$ cat src/rtl/cpu_pkg.sv
// Shared CPU definitions for the fetch stage: datapath widths, fetch FSM
// state encodings and the entry formats held in the fetch FIFO and the
// in-flight RAM pipe.
package cpu_pkg;

  localparam int unsigned PC_W    = 8;
  localparam int unsigned INSTR_W = 16;

  typedef enum logic [1:0] {
    FS_IDLE = 2'd0,
    FS_RUN  = 2'd1,
    FS_HALT = 2'd2
  } fetch_state_e;

  // One buffered instruction with the address it was fetched from.
  typedef struct packed {
    logic [PC_W-1:0]    pc;
    logic [INSTR_W-1:0] instr;
  } fq_entry_t;

  // One slot of the in-flight pipe: a RAM read that has been issued.
  typedef struct packed {
    logic            valid;
    logic [PC_W-1:0] pc;
  } inflight_t;

endpackage

$ cat src/rtl/fetch_unit_if.sv
// Decode-side valid/ready handshake of the fetch stage. The fetch unit is
// the master (presents instrOut/pcOut/instrValid), decode is the slave.
interface fetch_if;
  import cpu_pkg::*;

  logic [INSTR_W-1:0] instrOut;
  logic [PC_W-1:0]    pcOut;
  logic               instrValid;
  logic               instrReady;

  modport master (output instrOut, output pcOut, output instrValid,
                  input  instrReady);
  modport slave  (input  instrOut, input  pcOut, input  instrValid,
                  output instrReady);
endinterface

$ cat src/rtl/fetch_fifo.sv
// Synchronous fetch FIFO with flush, occupancy count and a registered head.
// The head register always holds the oldest entry, so the output is a pure
// flop and stays stable while it is not popped.
module fetch_fifo
  import cpu_pkg::*;
#(
  parameter  int unsigned DEPTH = 4,
  localparam int unsigned PTR_W = (DEPTH > 1) ? $clog2(DEPTH) : 1,
  localparam int unsigned CNT_W = $clog2(DEPTH + 1)
) (
  input  logic             clk,
  input  logic             reset,
  input  logic             flush_i,
  input  logic             push_i,
  input  fq_entry_t        wdata_i,
  input  logic             pop_i,
  output fq_entry_t        head_o,
  output logic             valid_o,
  output logic [CNT_W-1:0] count_o
);

  fq_entry_t        mem_q [DEPTH];
  fq_entry_t        head_q, head_d;
  logic [PTR_W-1:0] rd_q, rd_d, wr_q, wr_d;
  logic [CNT_W-1:0] cnt_q, cnt_d;
  logic             do_pop;

  function automatic logic [PTR_W-1:0] ptr_inc(input logic [PTR_W-1:0] p);
    return (p == PTR_W'(DEPTH - 1)) ? '0 : p + 1'b1;
  endfunction

  // Next pointers, count and head; a flush empties the queue.
  always_comb begin
    // NOTE: every output of this block gets a default first so no latch is inferred.
    do_pop = pop_i && (cnt_q != '0);
    rd_d   = do_pop ? ptr_inc(rd_q) : rd_q;
    wr_d   = push_i ? ptr_inc(wr_q) : wr_q;
    cnt_d  = cnt_q + CNT_W'(push_i) - CNT_W'(do_pop);
    head_d = head_q;
    // The word being written becomes the head when nothing else remains.
    if (push_i && ((cnt_q - CNT_W'(do_pop)) == '0)) head_d = wdata_i;
    else if (cnt_d != '0)                           head_d = mem_q[rd_d];
    if (flush_i) begin
      rd_d  = '0;
      wr_d  = '0;
      cnt_d = '0;
    end
  end

  // Control and head registers.
  always_ff @(posedge clk) begin
    // NOTE: sequential state uses non-blocking assignments only.
    if (reset) begin
      rd_q   <= '0;
      wr_q   <= '0;
      cnt_q  <= '0;
      head_q <= '0;
    end else begin
      rd_q   <= rd_d;
      wr_q   <= wr_d;
      cnt_q  <= cnt_d;
      head_q <= head_d;
    end
  end

  // Entry storage write port.
  always_ff @(posedge clk) begin
    // NOTE: storage is not reset; the count alone decides what is valid.
    if (push_i && !flush_i) mem_q[wr_q] <= wdata_i;
  end

  assign head_o  = head_q;
  assign valid_o = (cnt_q != '0);
  assign count_o = cnt_q;

endmodule

$ cat src/rtl/fetch_unit.sv
// Instruction-fetch stage: issues RAM reads on addrPC, tags each read in a
// RAM_LAT-deep in-flight pipe, captures instrIn at the last stage into the
// fetch FIFO and hands words to decode over the fetch_if handshake.
// Optional build macro FETCH_PERF_EN adds stall/redirect counters.
module fetch_unit
  import cpu_pkg::*;
#(
  parameter int unsigned     FQ_DEPTH = 4,
  parameter int unsigned     RAM_LAT  = 2,
  parameter logic [PC_W-1:0] RESET_PC = 8'd0
) (
  input  logic               clk,
  input  logic               reset,
  input  logic               mode,
  input  logic [INSTR_W-1:0] instrIn,
  output logic [PC_W-1:0]    addrPC,
  fetch_if.master            dec,
  input  logic               redirect,
  input  logic [PC_W-1:0]    redirectPC,
  input  logic               halt,
  output logic               halted
`ifdef FETCH_PERF_EN
  ,
  output logic [15:0]        stallCycles,
  output logic [15:0]        redirectCount
`endif
);

  localparam int unsigned CNT_W = $clog2(FQ_DEPTH + 1);
  localparam int unsigned CR_W  = $clog2(FQ_DEPTH + RAM_LAT + 1);

  fetch_state_e     state_q, state_d;
  logic [PC_W-1:0]  addr_q, addr_d;
  inflight_t        pipe_q [RAM_LAT];
  inflight_t        pipe_d [RAM_LAT];
  logic [CNT_W-1:0] fifo_count;
  logic [CR_W-1:0]  inflight_cnt;
  logic             credit_ok, mode_drop, accept_redirect;
  logic             flush, push, pop;
  fq_entry_t        head;

  assign mode_drop       = !mode && (state_q != FS_IDLE);
  assign accept_redirect = redirect && !mode_drop &&
                           ((state_q == FS_RUN) || (state_q == FS_HALT));
  // Credits ignore a same-cycle pop, so the FIFO can never overflow.
  assign credit_ok = (CR_W'(fifo_count) + inflight_cnt) < CR_W'(FQ_DEPTH);

  // Count reads that are issued but not yet captured.
  always_comb begin
    inflight_cnt = '0;
    for (int i = 0; i < RAM_LAT; i++) inflight_cnt = inflight_cnt + CR_W'(pipe_q[i].valid);
  end

  // Fetch FSM: next state, next address, issue and flush decisions.
  always_comb begin
    state_d   = state_q;
    addr_d    = addr_q;
    flush     = 1'b0;
    pipe_d[0] = '0;
    for (int i = 1; i < RAM_LAT; i++) pipe_d[i] = pipe_q[i-1];
    unique case (state_q)
      FS_IDLE: begin
        flush  = 1'b1;
        addr_d = RESET_PC;
        if (mode) begin
          state_d   = FS_RUN;
          pipe_d[0] = '{valid: 1'b1, pc: RESET_PC};
        end
      end
      FS_RUN: begin
        if (halt) begin
          state_d = FS_HALT;
        end else if (credit_ok) begin
          addr_d    = addr_q + 1'b1;
          pipe_d[0] = '{valid: 1'b1, pc: addr_q + 1'b1};
        end
      end
      FS_HALT: ;
      default: state_d = FS_IDLE;
    endcase
    // A redirect kills every older read and restarts at the target.
    if (accept_redirect) begin
      state_d = FS_RUN;
      flush   = 1'b1;
      addr_d  = redirectPC;
      for (int i = 1; i < RAM_LAT; i++) pipe_d[i] = '0;
      pipe_d[0] = '{valid: 1'b1, pc: redirectPC};
    end
    // Leaving run mode outranks redirect and halt.
    if (mode_drop) begin
      state_d = FS_IDLE;
      flush   = 1'b1;
      addr_d  = RESET_PC;
      for (int i = 0; i < RAM_LAT; i++) pipe_d[i] = '0;
    end
  end

  // State, address and in-flight pipe registers.
  always_ff @(posedge clk) begin
    if (reset) begin
      state_q <= FS_IDLE;
      addr_q  <= RESET_PC;
      for (int i = 0; i < RAM_LAT; i++) pipe_q[i] <= '0;
    end else begin
      state_q <= state_d;
      addr_q  <= addr_d;
      for (int i = 0; i < RAM_LAT; i++) pipe_q[i] <= pipe_d[i];
    end
  end

  assign push = pipe_q[RAM_LAT-1].valid && !flush;
  assign pop  = dec.instrValid && dec.instrReady && !flush;

  fetch_fifo #(.DEPTH(FQ_DEPTH)) u_fifo (
    .clk     (clk),
    .reset   (reset),
    .flush_i (flush),
    .push_i  (push),
    .wdata_i ('{pc: pipe_q[RAM_LAT-1].pc, instr: instrIn}),
    .pop_i   (pop),
    .head_o  (head),
    .valid_o (dec.instrValid),
    .count_o (fifo_count)
  );

  assign dec.instrOut = head.instr;
  assign dec.pcOut    = head.pc;
  assign addrPC       = addr_q;
  assign halted       = (state_q == FS_HALT);

`ifdef FETCH_PERF_EN
  logic [15:0] stall_q, redir_q;
  logic        idle_entry;

  assign idle_entry = (state_d == FS_IDLE) && (state_q != FS_IDLE);

  // Saturating stall and redirect counters, cleared on entering IDLE.
  always_ff @(posedge clk) begin
    if (reset || idle_entry) begin
      stall_q <= '0;
      redir_q <= '0;
    end else begin
      if (dec.instrValid && !dec.instrReady && (stall_q != '1)) stall_q <= stall_q + 1'b1;
      if (accept_redirect && (redir_q != '1))                  redir_q <= redir_q + 1'b1;
    end
  end

  assign stallCycles   = stall_q;
  assign redirectCount = redir_q;
`endif

endmodule

$ cat src/flat_wrapper.sv
// flat-port wrapper written by rule: the top's interface ports become plain ports
module fetch_unit_flat import cpu_pkg::*;
#(
  parameter int unsigned     FQ_DEPTH = 4,
  parameter int unsigned     RAM_LAT  = 2,
  parameter logic [PC_W-1:0] RESET_PC = 8'd0
)
  (clk, reset, mode, instrIn, addrPC, redirect, redirectPC, halt, halted, dec_instrOut, dec_pcOut, dec_instrValid, dec_instrReady);
  fetch_if dec_i ();
  input  logic clk;
  input  logic reset;
  input  logic mode;
  input  logic [INSTR_W-1:0] instrIn;
  output logic [PC_W-1:0] addrPC;
  input  logic redirect;
  input  logic [PC_W-1:0] redirectPC;
  input  logic halt;
  output logic halted;
  output wire logic [$bits(dec_i.instrOut)-1:0] dec_instrOut;
  output wire logic [$bits(dec_i.pcOut)-1:0] dec_pcOut;
  output wire logic [$bits(dec_i.instrValid)-1:0] dec_instrValid;
  input wire logic [$bits(dec_i.instrReady)-1:0] dec_instrReady;
  assign dec_instrOut = dec_i.instrOut;
  assign dec_pcOut = dec_i.pcOut;
  assign dec_instrValid = dec_i.instrValid;
  assign dec_i.instrReady = dec_instrReady;
  fetch_unit #(.FQ_DEPTH(FQ_DEPTH), .RAM_LAT(RAM_LAT), .RESET_PC(RESET_PC)) u_core (.clk(clk), .reset(reset), .mode(mode), .instrIn(instrIn), .addrPC(addrPC), .dec(dec_i), .redirect(redirect), .redirectPC(redirectPC), .halt(halt), .halted(halted));
endmodule
$ cat config.mk
export PLATFORM = sky130hd
export DESIGN_NAME = fetch_unit_flat
export DESIGN_NICKNAME = d
export VERILOG_FILES = /design/src/rtl/cpu_pkg.sv /design/src/rtl/fetch_unit_if.sv /design/src/rtl/fetch_fifo.sv /design/src/rtl/fetch_unit.sv /design/src/flat_wrapper.sv
export SDC_FILE = /design/constraint.sdc
export NUM_CORES = 1
export LEC_CHECK = 0
export BUFFER_PORTS_ARGS = -buffer_cell sky130_fd_sc_hd__buf_2
export CAP_MARGIN = 20
export CELL_PAD_IN_SITES_DETAIL_PLACEMENT = 0
export CELL_PAD_IN_SITES_GLOBAL_PLACEMENT = 1
export CORE_MARGIN = 3
export CORE_UTILIZATION = 44
export CTS_CLUSTER_SIZE = 20
export DETAILED_ROUTE_END_ITERATION = 8
export PLACE_DENSITY = 0.76
export SKIP_LAST_GASP = 1
export SYNTH_ARGS = -nofsm -noshare
export SYNTH_HDL_FRONTEND = slang
export SYNTH_HIERARCHICAL = 1
export SYNTH_SLANG_ARGS = --single-unit
$ cat constraint.sdc
create_clock -name clk -period 3.5 [get_ports clk]
set_input_delay 0.35 -clock clk [delete_from_list [all_inputs] [get_ports clk]]
set_output_delay 0.35 -clock clk [all_outputs]
set_load 0.03 [all_outputs]
Yosys cells after proc, flatten, opt, wreduce, memory -nomap -nowiden

Memories as Yosys holds them, arrays and structs flattened.
Index checks and enable logic that the tools add are counted.

Memories kept: 2
Bits of input ports: 30
Output and inout bits: 34
RAM bits: 114
Bits in registers: 41

Memory list:

| name                | depth | width | rd ports | clocked after Yosys merged registers in | write ports | line             | RTL |
|---|---|---|---|---|---|---|---|
| u_core.u_fifo.mem_q | 4     | 24    | 1        | 0                                       | 1           | fetch_fifo.sv:22 | `fq_entry_t mem_q [DEPTH];` |
| u_core.pipe_q       | 2     | 9     | 2        | 0                                       | 2           | fetch_unit.sv:34 | `inflight_t pipe_q [RAM_LAT];` |

$add $sub $neg: 8
Mux-type cells: 29
Reductions and logical operators: 26
Bitwise logic cells: 3
Order comparisons: 1
Eq/ne operators: 11

Operators with widths:

| kind                | number |
|---|---|
| $mux 24             | 2 |
| $mux 9              | 5 |
| $mux 18             | 2 |
| $mux 8              | 3 |
| $pmux 9 s2          | 1 |
| $pmux 8 s2          | 1 |
| $mux 2              | 5 |
| $logic_and 1x1->1   | 9 |
| $mux 1              | 9 |
| $ne 3x2->1 const B  | 3 |
| $reduce_and 3->1    | 3 |
| $reduce_bool 3->1   | 3 |
| $add 8x1->8 const B | 1 |
| $eq 2x2->1 const B  | 3 |
| $pmux 2 s3          | 1 |
| $sub 3x1->3         | 2 |
| $add 2x1->2 const B | 2 |
| $ne 2x2->1 const B  | 2 |
| $reduce_bool 2->1   | 2 |
| $reduce_or 2->1     | 2 |
| $add 3x1->3         | 1 |
| $add 3x2->3         | 1 |
| $logic_not 1->1     | 3 |
| $logic_not 3->1     | 1 |
| 10 further kinds    | 11 |

Longest topological paths before layout

Word-level depth: 14
Depth in mapped cells: 18

Cells and area by module

The synthesis kept the hierarchy.

Modules (own cells, without submodules):

| module     | seq. area each (um^2) | cells an instance | area each (um^2) | times used |
|---|---|---|---|---|
| fetch_fifo | 3503.4                | 316               | 5031.1           | 1 |
| fetch_unit | 560.5                 | 131               | 1258.7           | 1 |

Least setup slack after synthesis

Ideal clock, no wire load.

Path type: reg2reg
From: register u_core.state_q[0]
To: register u_core.u_fifo.head_q, in the netlist u_core/u_fifo/head_o[1]
Path buffers: 2
Path slack: -0.134 ns
Data required time: 3.414 ns
Setup time: 0.086 ns
Stages on the path, launching flop included: 19
Period minus slack after synthesis: 3.634 ns
Data arrival time: 3.548 ns
Cells stage by stage: dfxtp_1 > inv_1 > ha_1 > nand2_1 > nor2_4 > nor3_1 > and3_1 > o31ai_4 > inv_1 > ha_1 > inv_1 > ha_1 > fa_1 > xnor2_1 > xnor2_1 > or4_1 > buf_2 > buf_6 > a211oi_1

Longest elaborated chain between the ends: 14
Elaborated cells between the ends (all ways): 27
Classes of those cells: 3 x add/sub; 2 x eq/ne; 6 x mux; 15 x reduce/logical; 1 x memory

Ends and longest elaborated chain:

| what                                            | line                               | RTL |
|---|---|---|
| start: declaration                              | fetch_unit.sv:32                   | `fetch_state_e state_q, state_d;` |
| start signal: assignment                        | fetch_unit.sv:105                  | `state_q <= state_d;` |
| $reduce_bool 2->1                               | fetch_unit.sv:42                   | `assign mode_drop = !mode && (state_q != FS_IDLE);` |
| $logic_and 1x1->1                               | fetch_unit.sv:42                   |  |
| $logic_not 1->1                                 | fetch_unit.sv:43                   | `assign accept_redirect = redirect && !mode_drop &&` |
| $logic_and 1x1->1 (2 in a row)                  | fetch_unit.sv:43                   |  |
| $mux 1                                          | fetch_unit.sv:82                   | `if (accept_redirect) begin` |
| $mux 1 *                                        | fetch_unit.sv:90                   | `if (mode_drop) begin` |
| $logic_not 1->1 *                               | fetch_unit.sv:112                  | `assign pop = dec.instrValid && dec.instrReady && !flush;` |
| $logic_and 1x1->1 *                             | fetch_unit.sv:112                  |  |
| net u_core.pop                                  | fetch_unit.sv:39                   | `logic flush, push, pop;` |
| $logic_and 1x1->1 *                             | fetch_fifo.sv:35                   | `do_pop = pop_i && (cnt_q != '0);` |
| $sub 3x1->3 or $mux 2 (tied branches)           | fetch_fifo.sv:41, fetch_fifo.sv:36 |  |
| $logic_not 3->1 or $mem_v2 4x24 (tied branches) | -                                  |  |
| $logic_and 1x1->1 or $mux 24 (tied branches)    | fetch_fifo.sv:41, fetch_fifo.sv:42 |  |
| $mux 24 or $reduce_bool 2->1 (tied branches)    | -                                  |  |
| end signal: assignment                          | fetch_fifo.sv:57                   | `head_q <= '0;` |
| end signal: assignment                          | fetch_fifo.sv:62                   | `head_q <= head_d;` |
| end: declaration                                | fetch_fifo.sv:23                   | `fq_entry_t head_q, head_d;` |

The timed path passes the listed nets; every way through them passes the cells marked *. The select of a mux whose other input is x is not followed.
A chain may end at the register's enable or synchronous reset.

Final worst setup path

From: register u_core.state_q[0]
To: register u_core.u_fifo.head_q, in the netlist u_core/u_fifo/head_o[15]

Same word-level chain as after synthesis.

==> summary.txt <==
Power
  • Clk pwr share: 39.1%
  • Switching Share: 27.16%
  • Sequential power share: 41.4%
  • Pwr/cell area: 648.5 mW/mm^2
  • Total Power: 5215 uW
  • Leakage power: 0.003117 uW
  • Logic pwr share: 19.5%
  • Worst vdd ir: 0.5149 mV
  • Sw Pwr: 1416 uW
  • Int Power: 3799 uW

Clocking
  • Hold Buf Count CTS: 0
  • CTS tree: built
  • CTS Buffer Depth: 2
  • Reg clk slew, reported paths: 0.06 ns
  • Num CTS Buffers: 17
  • Root Buffer: clkbuf_16
  • CTS H-Tree Depth: 4
  • Sink Count: 155
  • Skew-Pair Late Insertion Delay: 0.41 ns

Drt
  • Post-route DRC: 0
  • Via count: 4,143
  • Met2 routed WL: 7.103 mm
  • DR WL met3: 839 um
  • Initial DRC Count: 429
  • ANT nets after route: 0
  • Routed wire length: 14.29 mm
  • M1 WL: 6.110 mm
  • Drt wl/cell: 19.39 um
  • Vias per cell: 5.621
  • DR top layer: met4
  • DRT Pass-1 Iters: 9

Worst setup path
  • R2R cell count: 18
  • Critical path type: flop to flop
  • Nature of the critical path startpoint: flop
  • Worst r2r src: u_core/state_q[0]$_SDFFE_PP0P_
  • Worst EP required: 3.83 ns
  • Number of buffers and inverters on the critical path: 5
  • R2R Path End: u_core/u_fifo/head_o[15]$_SDFFE_PP0P_
  • R2R Setup Slk: 0.04 ns
  • Crit path max fanout: 6
  • Crit path max-delay family: adder cells
  • Critical path's slowest cell: or4_4
  • Worst Setup End Kind: flop
  • Crit path cell chain: inv_2 > ha_4 > nand2_4 > nor2_4 > nor3_2 > and3_4 > o31ai_4 > inv_2 > ha_4 > inv_2 > ha_4 > fa_2 > xnor2_2 > xnor2_1 > or4_4 > buf_8 > buf_16 > a211oi_4
  • Critical path's largest stage delay: 0.49 ns
  • WP data arrival: 3.79 ns

Yosys
  • Mux contribution to synthesized area: 9.767%
  • EDFF count, synth: 96
  • Syn_nets: 493
  • Library cells used by synthesis: 47
  • Yosys warns: 6
  • Synth Area in XOR/XNOR: 1.392%
  • Yosys top cell by area: edfxtp_1
  • Ys async rst share: 0%
  • Sequential share of the synthesized area: 64.61%
  • Largest family of logic cells by synthesized area: compound AO/OA/AOI/OAI gates
  • Synthesized flop and latch total: 155
  • Synth top area cells: edfxtp_1, dfxtp_1, mux2_1
  • Dominant register cell in the synthesized netlist: edfxtp_1
  • Syn Inst Count: 447
  • Adder-Cell Fraction of Synth Area: 3.302%
  • Simple-gate share of the synthesized area: 7.619%
  • Synth Cell Area: 0.006290 mm^2
  • Avg Cell Area, Syn: 14.07 um^2
  • Complex-gate fraction of the synthesized area: 10.40%
  • Share of the synthesized area in the top cell type: 45.83%
  • Post-synth top cells: edfxtp_1, dfxtp_1, nor2_1
  • Most common cell in the netlist: edfxtp_1

Floorplan
  • Ports: 64
  • Die H: 125.6 um
  • Initial Utilization: 45.14%
  • Die area: 0.01577 mm^2
  • Core area: 0.01393 mm^2
  • Die Wd: 125.6 um
  • Row count: 43

STA
  • Fmax: 289.1 MHz
  • Relative slew slack: 42.61%
  • Pins Over Slew Limit: 0
  • Final Hold Viols: 0
  • Finish-stage setup viols: 0
  • Worst-Margin Slew: 0.8608 ns
  • Post-route minimum period: 3.459 ns
  • Post-route clock skew: 0.005402 ns
  • Period utilization: 98.82%
  • Hold_ws: 0.1708 ns

GRT
  • GRT Total Usage: 18.17%
  • Initial antenna violation count: 0
  • GR Overflow Total: 0
  • Largest net degree at the start of global routing: 49
  • First-pass GRT wire length: 22.44 mm
  • Vias in the first global route: 4,215

Final layout
  • Share of cells above drive strength 1: 39.14%
  • # diodes: 0
  • Final Net Count: 590
  • Synth-to-layout area growth: 27.85%

Worst hold path
  • WHS Path Cells: 1
  • Hold Startpoint: instrIn[2]
  • WHS Endpoint: u_core/u_fifo/mem_q[3][2]$_DFFE_PP_
  • HP Class: input port to flop

Run status
  • Outcome: finished, final reports clean

Placed design
  • DP Wirelength: 7.695 mm
  • IO Port Bufs: 63
  • Routability congestion estimate from global placement: 0.7590

Job
  • Max_cap viols: 0
stage by stage:
step / setup TNS [ns] / utilization (%) / instances / cell area [um^2] / setup WS [ns]
after floorplan: 0 / - / 447 / 6320 / 0.02591
after global placement: 0 / 49.38 / 682 / 6882 / 0.04809
after detailed placement: -1.315 / 49.38 / 682 / 6882 / -0.07897
after CTS: 0 / 56.38 / 729 / 7856 / 0.007442
after global routing: -1.051 / 57.71 / 737 / 8041 / -0.07397
final: 0 / 57.71 / 737 / 8041 / 0.04125
metal layers:
| metal | vias to the layer above | global-route usage (%) |
|---|---|---|
| met5 | - | 0 |
| met4 | 0 | 5.293 |
| met3 | 21 | 4.613 |
| met2 | 156 | 29.64 |
| met1 | 2058 | 24.14 |
| li1 | 1908 | - |
worst max-delay path by stage:
stage,start,endpoint,cells after the start
2_1_floorplan,u_core/state_q[0]$_SDFFE_PP0P_,u_core/u_fifo/head_o[1]$_SDFFE_PP0P_,18
3_3_place_gp,u_core/state_q[1]$_SDFFE_PP0P_,u_core/u_fifo/head_o[11]$_SDFFE_PP0P_,18
3_5_place_dp,u_core/state_q[0]$_SDFFE_PP0P_,u_core/u_fifo/head_o[0]$_SDFFE_PP0P_,18
4_1_cts,u_core/state_q[0]$_SDFFE_PP0P_,u_core/u_fifo/head_o[20]$_SDFFE_PP0P_,18
5_1_grt,u_core/state_q[1]$_SDFFE_PP0P_,u_core/u_fifo/head_o[2]$_SDFFE_PP0P_,19
6_report,u_core/state_q[0]$_SDFFE_PP0P_,u_core/u_fifo/head_o[15]$_SDFFE_PP0P_,18
kinds of logic after synthesis:
family	count (synthesis)
AO/OA/AOI/OAI	80
multiplexers	55
AND/OR/NAND/NOR	93
buffers and inverters	38
flip-flops	155
adder cells (fa/ha/maj)	16
XOR/XNOR	10
sequential cells by signal (all words and copies together), names as in the netlist:
register	cells
u_core/u_fifo/mem_q	96
u_core/u_fifo/count_o	3
u_core/addrPC	8
u_core/state_q	2
u_core/u_fifo/rd_q	2
u_core/pipe_q	18
u_core/u_fifo/wr_q	2
u_core/u_fifo/head_o	24
power by group through the flow:
stage | logic [uW] | registers, uW | clock network (uW)
after floorplan | 499 | 2310 | 0
after global placement | 823 | 2190 | 0
after detailed placement | 837 | 2190 | 0
after CTS | 948 | 2160 | 2070
after global routing | 1100 | 2180 | 2150
final | 1020 | 2160 | 2040
layout make-up:
cell class,count,area (um^2)
clock buffers,23,521.8
clock inverters,9,152.6
fillers,1098,5893
inverters,14,52.55
multi-input cells,254,2257
flip-flops and latches,155,4066
well taps,180,225.2
repair buffers,102,765.7
cells in the final DEF (no fill, tap or decap), types with 4 or more instances in the layout:
| master | synthesis | layout |
|---|---|---|
| edfxtp_1 | 96 | 96 |
| buf_2 | 5 | 63 |
| dfxtp_1 | 59 | 57 |
| buf_4 | 1 | 28 |
| nor2_1 | 43 | 27 |
| mux2_1 | 24 | 24 |
| mux2_2 | 24 | 24 |
| a222oi_1 | 24 | 24 |
| clkbuf_16 | 0 | 21 |
| a21oi_1 | 15 | 15 |
| nor2_2 | 1 | 14 |
| and3_1 | 14 | 13 |
| a211oi_2 | 0 | 13 |
| ha_1 | 15 | 12 |
| a211oi_1 | 24 | 10 |
| inv_1 | 13 | 9 |
| and2_1 | 6 | 6 |
| o21ai_0 | 6 | 6 |
| buf_16 | 0 | 5 |
| inv_2 | 1 | 5 |
| nor2_4 | 2 | 5 |
| xor2_1 | 5 | 5 |
| mux2i_1 | 6 | 5 |
| bufinv_16 | 0 | 4 |
| nand2_1 | 5 | 4 |
| nand4_1 | 4 | 4 |
| nand3_1 | 4 | 4 |
| xnor2_1 | 5 | 4 |
what timing repair did:
| item | 4_1_cts | 5_1_grt |
|---|---|---|
| pin swaps | 4 | 11 |
| endpoints found under the setup margin | 24 | 24 |
| gates cloned | 5 | 1 |
| gates resized for setup | 29 | 27 |
| setup buffers | 10 | 7 |
Note: power is estimated with default switching activity, not from simulation.
